### src/rtl/prefix_decoder_if.sv
// Byte-stream and decoded-instruction signals between the fetch stage,
// the prefix decoder and the downstream instruction decoder.
interface prefix_decoder_if;
    logic [7:0] byte_in;
    logic       byte_valid;
    logic       byte_ready;
    logic       flush;
    logic       next_instruction;
    logic [7:0] opcode;
    logic       opcode_valid;
    logic       opcode_ready;
    logic       segment_override;
    logic [1:0] override_sr;
    logic [1:0] rep;
    logic       lock;
    logic [3:0] prefix_count;

    // Upstream/downstream environment side.
    modport master (
        output byte_in, byte_valid, flush, next_instruction, opcode_ready,
        input  byte_ready, opcode, opcode_valid, segment_override,
               override_sr, rep, lock, prefix_count
    );

    // Decoder side.
    modport slave (
        input  byte_in, byte_valid, flush, next_instruction, opcode_ready,
        output byte_ready, opcode, opcode_valid, segment_override,
               override_sr, rep, lock, prefix_count
    );
endinterface

### src/rtl/prefix_decoder.sv
// x86-style prefix decoder: gathers segment/REP/LOCK prefixes ahead of the
// opcode byte and presents them together until the instruction retires.
module prefix_decoder #(
    parameter int unsigned MAX_PREFIXES = 14
) (
    input  logic            clk,
    input  logic            reset,
    prefix_decoder_if.slave bus
);

    typedef enum logic [1:0] {
        COLLECT = 2'd0,
        PRESENT = 2'd1,
        HOLD    = 2'd2
    } state_t;

    localparam logic [3:0] MAX_CNT = MAX_PREFIXES[3:0];

    function automatic logic is_segment(input logic [7:0] b);
        case (b)
            8'h26, 8'h2E, 8'h36, 8'h3E: return 1'b1;
            default:                    return 1'b0;
        endcase
    endfunction

    function automatic logic is_prefix(input logic [7:0] b);
        case (b)
            8'hF0, 8'hF2, 8'hF3: return 1'b1;
            default:             return is_segment(b);
        endcase
    endfunction

    function automatic logic [1:0] seg_code(input logic [7:0] b);
        case (b)
            8'h2E:   return 2'd1;
            8'h36:   return 2'd2;
            8'h3E:   return 2'd3;
            default: return 2'd0;
        endcase
    endfunction

    state_t     state_p1, state_nx;
    logic [7:0] opcode_p1, opcode_nx;
    logic       vld_p1, vld_nx;
    logic       seg_p1, seg_nx;
    logic [1:0] sr_p1, sr_nx;
    logic [1:0] rep_p1, rep_nx;
    logic       lock_p1, lock_nx;
    logic [3:0] cnt_p1, cnt_nx;
    logic       ready;
    logic       accept;
    logic       clear;

    always_comb begin
        state_nx  = state_p1;
        opcode_nx = opcode_p1;
        seg_nx    = seg_p1;
        sr_nx     = sr_p1;
        rep_nx    = rep_p1;
        lock_nx   = lock_p1;
        cnt_nx    = cnt_p1;
        clear     = 1'b0;
        // Ready is held low while in reset so nothing is handshaken and lost.
        ready     = (state_p1 == COLLECT) && !reset && !bus.flush && !bus.next_instruction;
        accept    = ready && bus.byte_valid;

        if (bus.flush) begin
            clear    = 1'b1;
            state_nx = COLLECT;
        end else begin
            case (state_p1)
                COLLECT: begin
                    if (accept) begin
                        // Once the prefix budget is spent any byte is the opcode.
                        if ((cnt_p1 == MAX_CNT) || !is_prefix(bus.byte_in)) begin
                            opcode_nx = bus.byte_in;
                            state_nx  = PRESENT;
                        end else begin
                            cnt_nx = cnt_p1 + 4'd1;
                            if (is_segment(bus.byte_in)) begin
                                seg_nx = 1'b1;
                                sr_nx  = seg_code(bus.byte_in);
                            end else if (bus.byte_in == 8'hF0) begin
                                lock_nx = 1'b1;
                            end else begin
                                rep_nx = {1'b1, bus.byte_in[0]};
                            end
                        end
                    end
                end
                PRESENT: begin
                    if (bus.opcode_ready) begin
                        state_nx = HOLD;
                    end
                end
                HOLD: begin
                    if (bus.next_instruction) begin
                        clear    = 1'b1;
                        state_nx = COLLECT;
                    end
                end
                default: begin
                    clear    = 1'b1;
                    state_nx = COLLECT;
                end
            endcase
        end

        if (clear) begin
            opcode_nx = 8'h00;
            seg_nx    = 1'b0;
            sr_nx     = 2'd0;
            rep_nx    = 2'b00;
            lock_nx   = 1'b0;
            cnt_nx    = 4'd0;
        end

        vld_nx = (state_nx == PRESENT);
    end

    // Stage p1: decoded instruction state
    always_ff @(posedge clk or posedge reset) begin
        if (reset) begin
            state_p1  <= COLLECT;
            opcode_p1 <= 8'h00;
            vld_p1    <= 1'b0;
            seg_p1    <= 1'b0;
            sr_p1     <= 2'd0;
            rep_p1    <= 2'b00;
            lock_p1   <= 1'b0;
            cnt_p1    <= 4'd0;
        end else begin
            state_p1  <= state_nx;
            opcode_p1 <= opcode_nx;
            vld_p1    <= vld_nx;
            seg_p1    <= seg_nx;
            sr_p1     <= sr_nx;
            rep_p1    <= rep_nx;
            lock_p1   <= lock_nx;
            cnt_p1    <= cnt_nx;
        end
    end

    assign bus.byte_ready       = ready;
    assign bus.opcode           = opcode_p1;
    assign bus.opcode_valid     = vld_p1;
    assign bus.segment_override = seg_p1;
    assign bus.override_sr      = sr_p1;
    assign bus.rep              = rep_p1;
    assign bus.lock             = lock_p1;
    assign bus.prefix_count     = cnt_p1;

endmodule

### src/flat_wrapper.sv
// flat-port wrapper written by rule: the top's interface ports become plain ports
module prefix_decoder_flat 
#(
    parameter int unsigned MAX_PREFIXES = 14
)
  (clk, reset, bus_byte_in, bus_byte_valid, bus_flush, bus_next_instruction, bus_opcode_ready, bus_byte_ready, bus_opcode, bus_opcode_valid, bus_segment_override, bus_override_sr, bus_rep, bus_lock, bus_prefix_count);
  prefix_decoder_if bus_i ();
  input  logic clk;
  input  logic reset;
  input wire logic [$bits(bus_i.byte_in)-1:0] bus_byte_in;
  input wire logic [$bits(bus_i.byte_valid)-1:0] bus_byte_valid;
  input wire logic [$bits(bus_i.flush)-1:0] bus_flush;
  input wire logic [$bits(bus_i.next_instruction)-1:0] bus_next_instruction;
  input wire logic [$bits(bus_i.opcode_ready)-1:0] bus_opcode_ready;
  output wire logic [$bits(bus_i.byte_ready)-1:0] bus_byte_ready;
  output wire logic [$bits(bus_i.opcode)-1:0] bus_opcode;
  output wire logic [$bits(bus_i.opcode_valid)-1:0] bus_opcode_valid;
  output wire logic [$bits(bus_i.segment_override)-1:0] bus_segment_override;
  output wire logic [$bits(bus_i.override_sr)-1:0] bus_override_sr;
  output wire logic [$bits(bus_i.rep)-1:0] bus_rep;
  output wire logic [$bits(bus_i.lock)-1:0] bus_lock;
  output wire logic [$bits(bus_i.prefix_count)-1:0] bus_prefix_count;
  assign bus_i.byte_in = bus_byte_in;
  assign bus_i.byte_valid = bus_byte_valid;
  assign bus_i.flush = bus_flush;
  assign bus_i.next_instruction = bus_next_instruction;
  assign bus_i.opcode_ready = bus_opcode_ready;
  assign bus_byte_ready = bus_i.byte_ready;
  assign bus_opcode = bus_i.opcode;
  assign bus_opcode_valid = bus_i.opcode_valid;
  assign bus_segment_override = bus_i.segment_override;
  assign bus_override_sr = bus_i.override_sr;
  assign bus_rep = bus_i.rep;
  assign bus_lock = bus_i.lock;
  assign bus_prefix_count = bus_i.prefix_count;
  prefix_decoder #(.MAX_PREFIXES(MAX_PREFIXES)) u_core (.clk(clk), .reset(reset), .bus(bus_i));
endmodule
### config.mk
export PLATFORM = sky130hd
export DESIGN_NAME = prefix_decoder_flat
export DESIGN_NICKNAME = d
export VERILOG_FILES = /design/src/rtl/prefix_decoder_if.sv /design/src/rtl/prefix_decoder.sv /design/src/flat_wrapper.sv
export SDC_FILE = /design/constraint.sdc
export NUM_CORES = 1
export LEC_CHECK = 0
export BUFFER_PORTS_ARGS = -buffer_cell sky130_fd_sc_hd__clkbuf_2
export CORE_ASPECT_RATIO = 1.5
export CORE_UTILIZATION = 32
export CTS_CLUSTER_DIAMETER = 80
export DETAILED_ROUTE_END_ITERATION = 8
export PLACE_DENSITY = 0.51
export RECOVER_POWER = 50
export SYNTH_ARGS = -nofsm -noshare
export SYNTH_HDL_FRONTEND = slang
export SYNTH_SLANG_ARGS = --single-unit
### constraint.sdc
create_clock -name clk -period 2.9 [get_ports clk]
set_input_delay 0.435 -clock clk [delete_from_list [all_inputs] [get_ports clk]]
set_output_delay 0.435 -clock clk [all_outputs]
set_load 0.01 [all_outputs]
### Yosys cells after proc, flatten, opt, wreduce, memory -nomap -nowiden

Index checks and enable logic that the tools add are counted.

* register bits after elaboration: 21
* input bits: 14
* output and inout port bits: 20
* word-level logic and storage cells: 102

* $add $sub $neg: 1
* equal/unequal tests: 15
* muxes and demuxes: 55
* reduce and logical (&&, ||, !) cells: 23

Operator list (count)
* two-way mux 8 bit: 5
* two-way mux 2 bit: 18
* equality test 8 x 6 -> 1 bit (second input constant): 4
* equality test 8 bit (second input constant): 3
* two-way mux 1 bit: 24
* two-way mux 4 bit: 5
* one-hot mux 2 bit (3 select lines): 2
* AND reduction 6 bit: 2
* nonzero test 2 bit: 5
* inequality test 2 x 1 -> 1 bit (second input constant): 4
* AND reduction 4 bit: 2
* AND reduction 5 bit: 1
* adder 4 x 1 -> 4 bit (second input constant): 1
* equality test 2 x 1 -> 1 bit (second input constant): 2
* equality test 4 bit (second input constant): 1
* logical AND 1 bit: 4
* zero test 1 bit: 4
* OR reduction 4 bit: 1
* OR reduction 3 bit: 1
* equality test 2 bit (second input constant): 1
* zero test 2 bit: 1
* one-hot mux 1 bit (2 select lines): 1
* OR reduction 2 bit: 1
* logical OR 1 bit: 1

### Logic depth before layout (Yosys ltp)

* depth after elaboration: 20
* mapped depth: 7
* depth with buffers taken out: 6

### Worst setup path before layout

Ideal clock, no wire load.

* path kind: register to register
* from: register u_core.state_p1[1]
* to: register u_core.sr_p1[0], in the netlist u_core.bus.override_sr[0]
* library setup time: 125 ps
* arrival time: 1760 ps
* data required time: 2775 ps
* slack: 1015 ps
* stages on the path, launching flop included: 7
* buffers on the path: 2
* period minus slack after synthesis: 1885 ps
* cells stage by stage: dfrtp_1 -> or4b_4 -> buf_6 -> or2_4 -> buf_6 -> nor3_4 -> o21ai_1

* word-level cells in the longest chain between the ends: 7
* elaborated cells on any way between the ends: 17
* those cells by class: eq/ne: 4; mux: 3; reduce/logical: 10

RTL lines
* from (decl): RTL line prefix_decoder.sv:42 `state_t state_p1, state_nx;`
* from (signal assigned): RTL line prefix_decoder.sv:133 `state_p1 <= state_nx;`
* branches (longest 7 deep; another with AND reduction 5 bit)
* to (signal assigned): RTL line prefix_decoder.sv:137 `sr_p1 <= sr_nx;`
* to (decl): RTL line prefix_decoder.sv:46 `logic [1:0] sr_p1, sr_nx;`

Several ways; the timed one is not identified.
A chain may end at the register's enable or synchronous reset.

### Worst setup path in the final report

* from: register u_core.state_p1[1]
* to: register u_core.cnt_p1[0], in the netlist u_core.bus.prefix_count[0]

* word-level cells in the longest chain between the ends: 7
* elaborated cells on any way between the ends: 16
* those cells by class: eq/ne: 4; mux: 3; reduce/logical: 9

RTL lines
* branches (longest 7 deep; another with AND reduction 4 bit)
* to (signal assigned): RTL line prefix_decoder.sv:140 `cnt_p1 <= cnt_nx;`
* to (decl): RTL line prefix_decoder.sv:49 `logic [3:0] cnt_p1, cnt_nx;`

Several ways; the timed one is not identified.

==> reports/qor.yml <==
final_layout:
  syn2layout_area_growth_pct: 17.9
  fin_area_um2: 1550
  post-route-util_pct: 39.3
  nFillCells: 417
  layout.nets: 191
  drive_above_1_share_pct: 24.1
  antenna_cells: 0
global_routing:
  overflow: 0
  use_met1_pct: 24.2
  grt_pass1_vias: 1249
  track_usage_pct: 19.1
  busiest_layer: "met2"
  antenna_found_initial: 0
  gr-usage-met2_pct: 31.7
  grt_pass1_wl_um: 6120
  grt_max_degree: 27
  use_met3_pct: 2.84
detailed_routing:
  vias: 1266
  drt-total-wl_um: 3680
  drtAntennaViolNets: 0
  drc: 0
  wire_per_inst_um: 16.8
  drtIter0Drc: 35
  drtPass1Iterations: 4
  via_per_inst: 5.78
clocking:
  cts-resized-gates: 0
  cts.sinks: 21
  clk_latency_ns: 0.26
  post_cts_buffers: 0
  clock_path_buffers: 2
  cts_buffers: 3
  tritoncts: "yes"
  hold_buffers: 0
  cts_root_buf: "clkbuf_8"
  clk_pin_slew_ns: 0.08
  htreeDepth: 1
worst_hold_path:
  min_path_type: "input pin to asynchronous set/reset pin"
status:
  outcome: "finished, final reports clean"
place:
  port_buffers: 33
  dpl_worst_slack_ns: 0.713
  gp_congestion: 0.785
  placed_area_um2: 1520
  dpl.hpwl_um: 2680
yosys:
  synth_warnings: 0
  ys.flop_type: "dfrtp_1"
  synth_edf_count: 0
  synth_area_per_cell_um2: 9.28
  yosys.cell_count.top_type: "dfrtp_1"
  async_reset_ff_share_pct: 100
  ys_seq_area_share_pct: 39.9
  synth_area_leaders: "dfrtp_1 40%, nand3_1 6.1%, o2111ai_1 6.0%, a31oi_1 4.3%, nor4_1 4.3%"
  ys_ff_latch: 21
  yosys.area.top_type: "dfrtp_1"
  yosysTopAreaCellShare_pct: 39.9
  synth_cell_types: 42
  synth_commonest_cells: "21 x dfrtp_1, 16 x nand3_1, 13 x inv_1"
  synth_nets: 158
  synth_cells: 142
  synth_area_um2: 1320
floorplan:
  die_w_um: 54.4
  coreArea_um2: 3960
  dieArea_um2: 4380
  num_rows: 28
  start_util_pct: 33.3
  ioPinCount: 34
  dieHeight_um: 80.6
sta:
  min_period_ns: 2.12
  final_max_slew_viol_count: 0
  worst_clock_skew_ns: 0.00165
  relSlewSlack_pct: 43.6
  hold_ws_ns: 0.347
  fin_crit_sh_pct: 73.2
  fin_setup_tns_ns: 0
  fmax_mhz: 471
  tightest_slew_ns: 0.845
  worst_slack_ns: 0.777
  rsz0062_at_grt: "no"
  finalSetupViolCount: 0
  finalHoldViolCount: 0
setup_path:
  worstPathMaxFanout: 11
  required_ns: 3.09
  end_kind: "register"
  arrival_ns: 2.31
  worstSetupPathType: "register to register"
  worst_setup_path_start_kind: "register"
power_and_ir_drop:
  p_per_area_nw_per_um2: 366
  peakVddDrop_mv: 0.242
  leakagePower_nw: 0.733
job:
  maxCapViolCount: 0
==> final timing paths <==
kind,start,endpoint,slack (ns),depth (start not counted)
setup / recovery,u_core.state_p1[1],u_core.bus.prefix_count[0],0.78,4
hold / removal,reset,u_core.bus.opcode[1],0.35,2
setup reg to reg,u_core.state_p1[1],u_core.bus.prefix_count[0],0.78,4
hold reg to reg,u_core.bus.segment_override,u_core.bus.segment_override,0.49,1
max in group asynchronous,reset,u_core.bus.opcode[2],2.03,2
min in group clk,bus_flush,u_core.state_p1[1],0.44,2
==> cell usage in the layout (no fill, tap or decap), drive strengths merged, types with 4 or more instances in the layout <==
master,Yosys,routed
a31oi,9,9
nand3,16,16
buf,6,5
o2111ai,9,9
a21oi,4,4
nand2,6,6
clkbuf,4,37
inv,13,13
nor4,9,9
dfrtp,21,21
nand4,7,7
and3,4,4
==> power by group <==
part	leakage (nW)	switching (W)	internal, W
clock	0.0228	0.0000998	0.0000981
sequential	0.291	0.00000410	0.000298
combinational	0.419	0.0000473	0.0000221
total	0.733	0.000151	0.000418
==> metrics by stage <==
| stage | std cells | total power [W] |
|---|---|---|
| 2_1_floorplan | 142 | 0.000347 |
| 3_3_place_gp | 215 | 0.000376 |
| 3_5_place_dp | 215 | 0.000379 |
| 4_1_cts | 219 | 0.000578 |
| 5_1_grt | 219 | 0.000594 |
| 6_report | 219 | 0.000569 |
==> sequential cells by signal, indices dropped and copies added (netlist names) <==
signal / flops
u_core.bus.lock: 1
u_core.bus.override_sr: 2
u_core.bus.segment_override: 1
u_core.bus.opcode_valid: 1
u_core.bus.rep: 2
u_core.bus.prefix_count: 4
u_core.state_p1: 2
u_core.bus.opcode: 8
==> kinds of logic (layout without fill, tap and decap cells) <==
kind of cell,count (synthesis),count (layout),synth area share [%]
AND/OR/NAND/NOR,59,59,28.3
AO/OA/AOI/OAI,34,34,19.8
adder cells (fa/ha/maj),2,2,1.90
buffers and inverters,23,55,7.88
flip-flops,21,21,39.9
multiplexers,3,3,2.28
==> cell type report <==
type | count | area (um^2) | share of cell area, %
Clock buffer | 4 | 45.0 | 2.90
Inverter | 13 | 48.8 | 3.14
Multi-Input combinational cell | 98 | 688 | 44.3
Sequential cell | 21 | 526 | 33.8
Tap cell | 45 | 56.3 | 3.62
Timing Repair Buffer | 38 | 190 | 12.2
==> routing by layer <==
layer | share of wire (%) | vias up
met1 | 41 | 611
met4 | 1.0 | 0
li1 | - | 613
met5 | 0 | -
met2 | 54 | 38
met3 | 4.3 | 4
==> worst max-delay path, stage by stage, from the launching register on <==
cell and delay (ns):
dfrtp_1 0.46, or4b_4 0.67, nor3_2 0.44, a21boi_2 0.27
mux2i_1 0.20
Note: power is estimated with default switching activity, not from simulation.
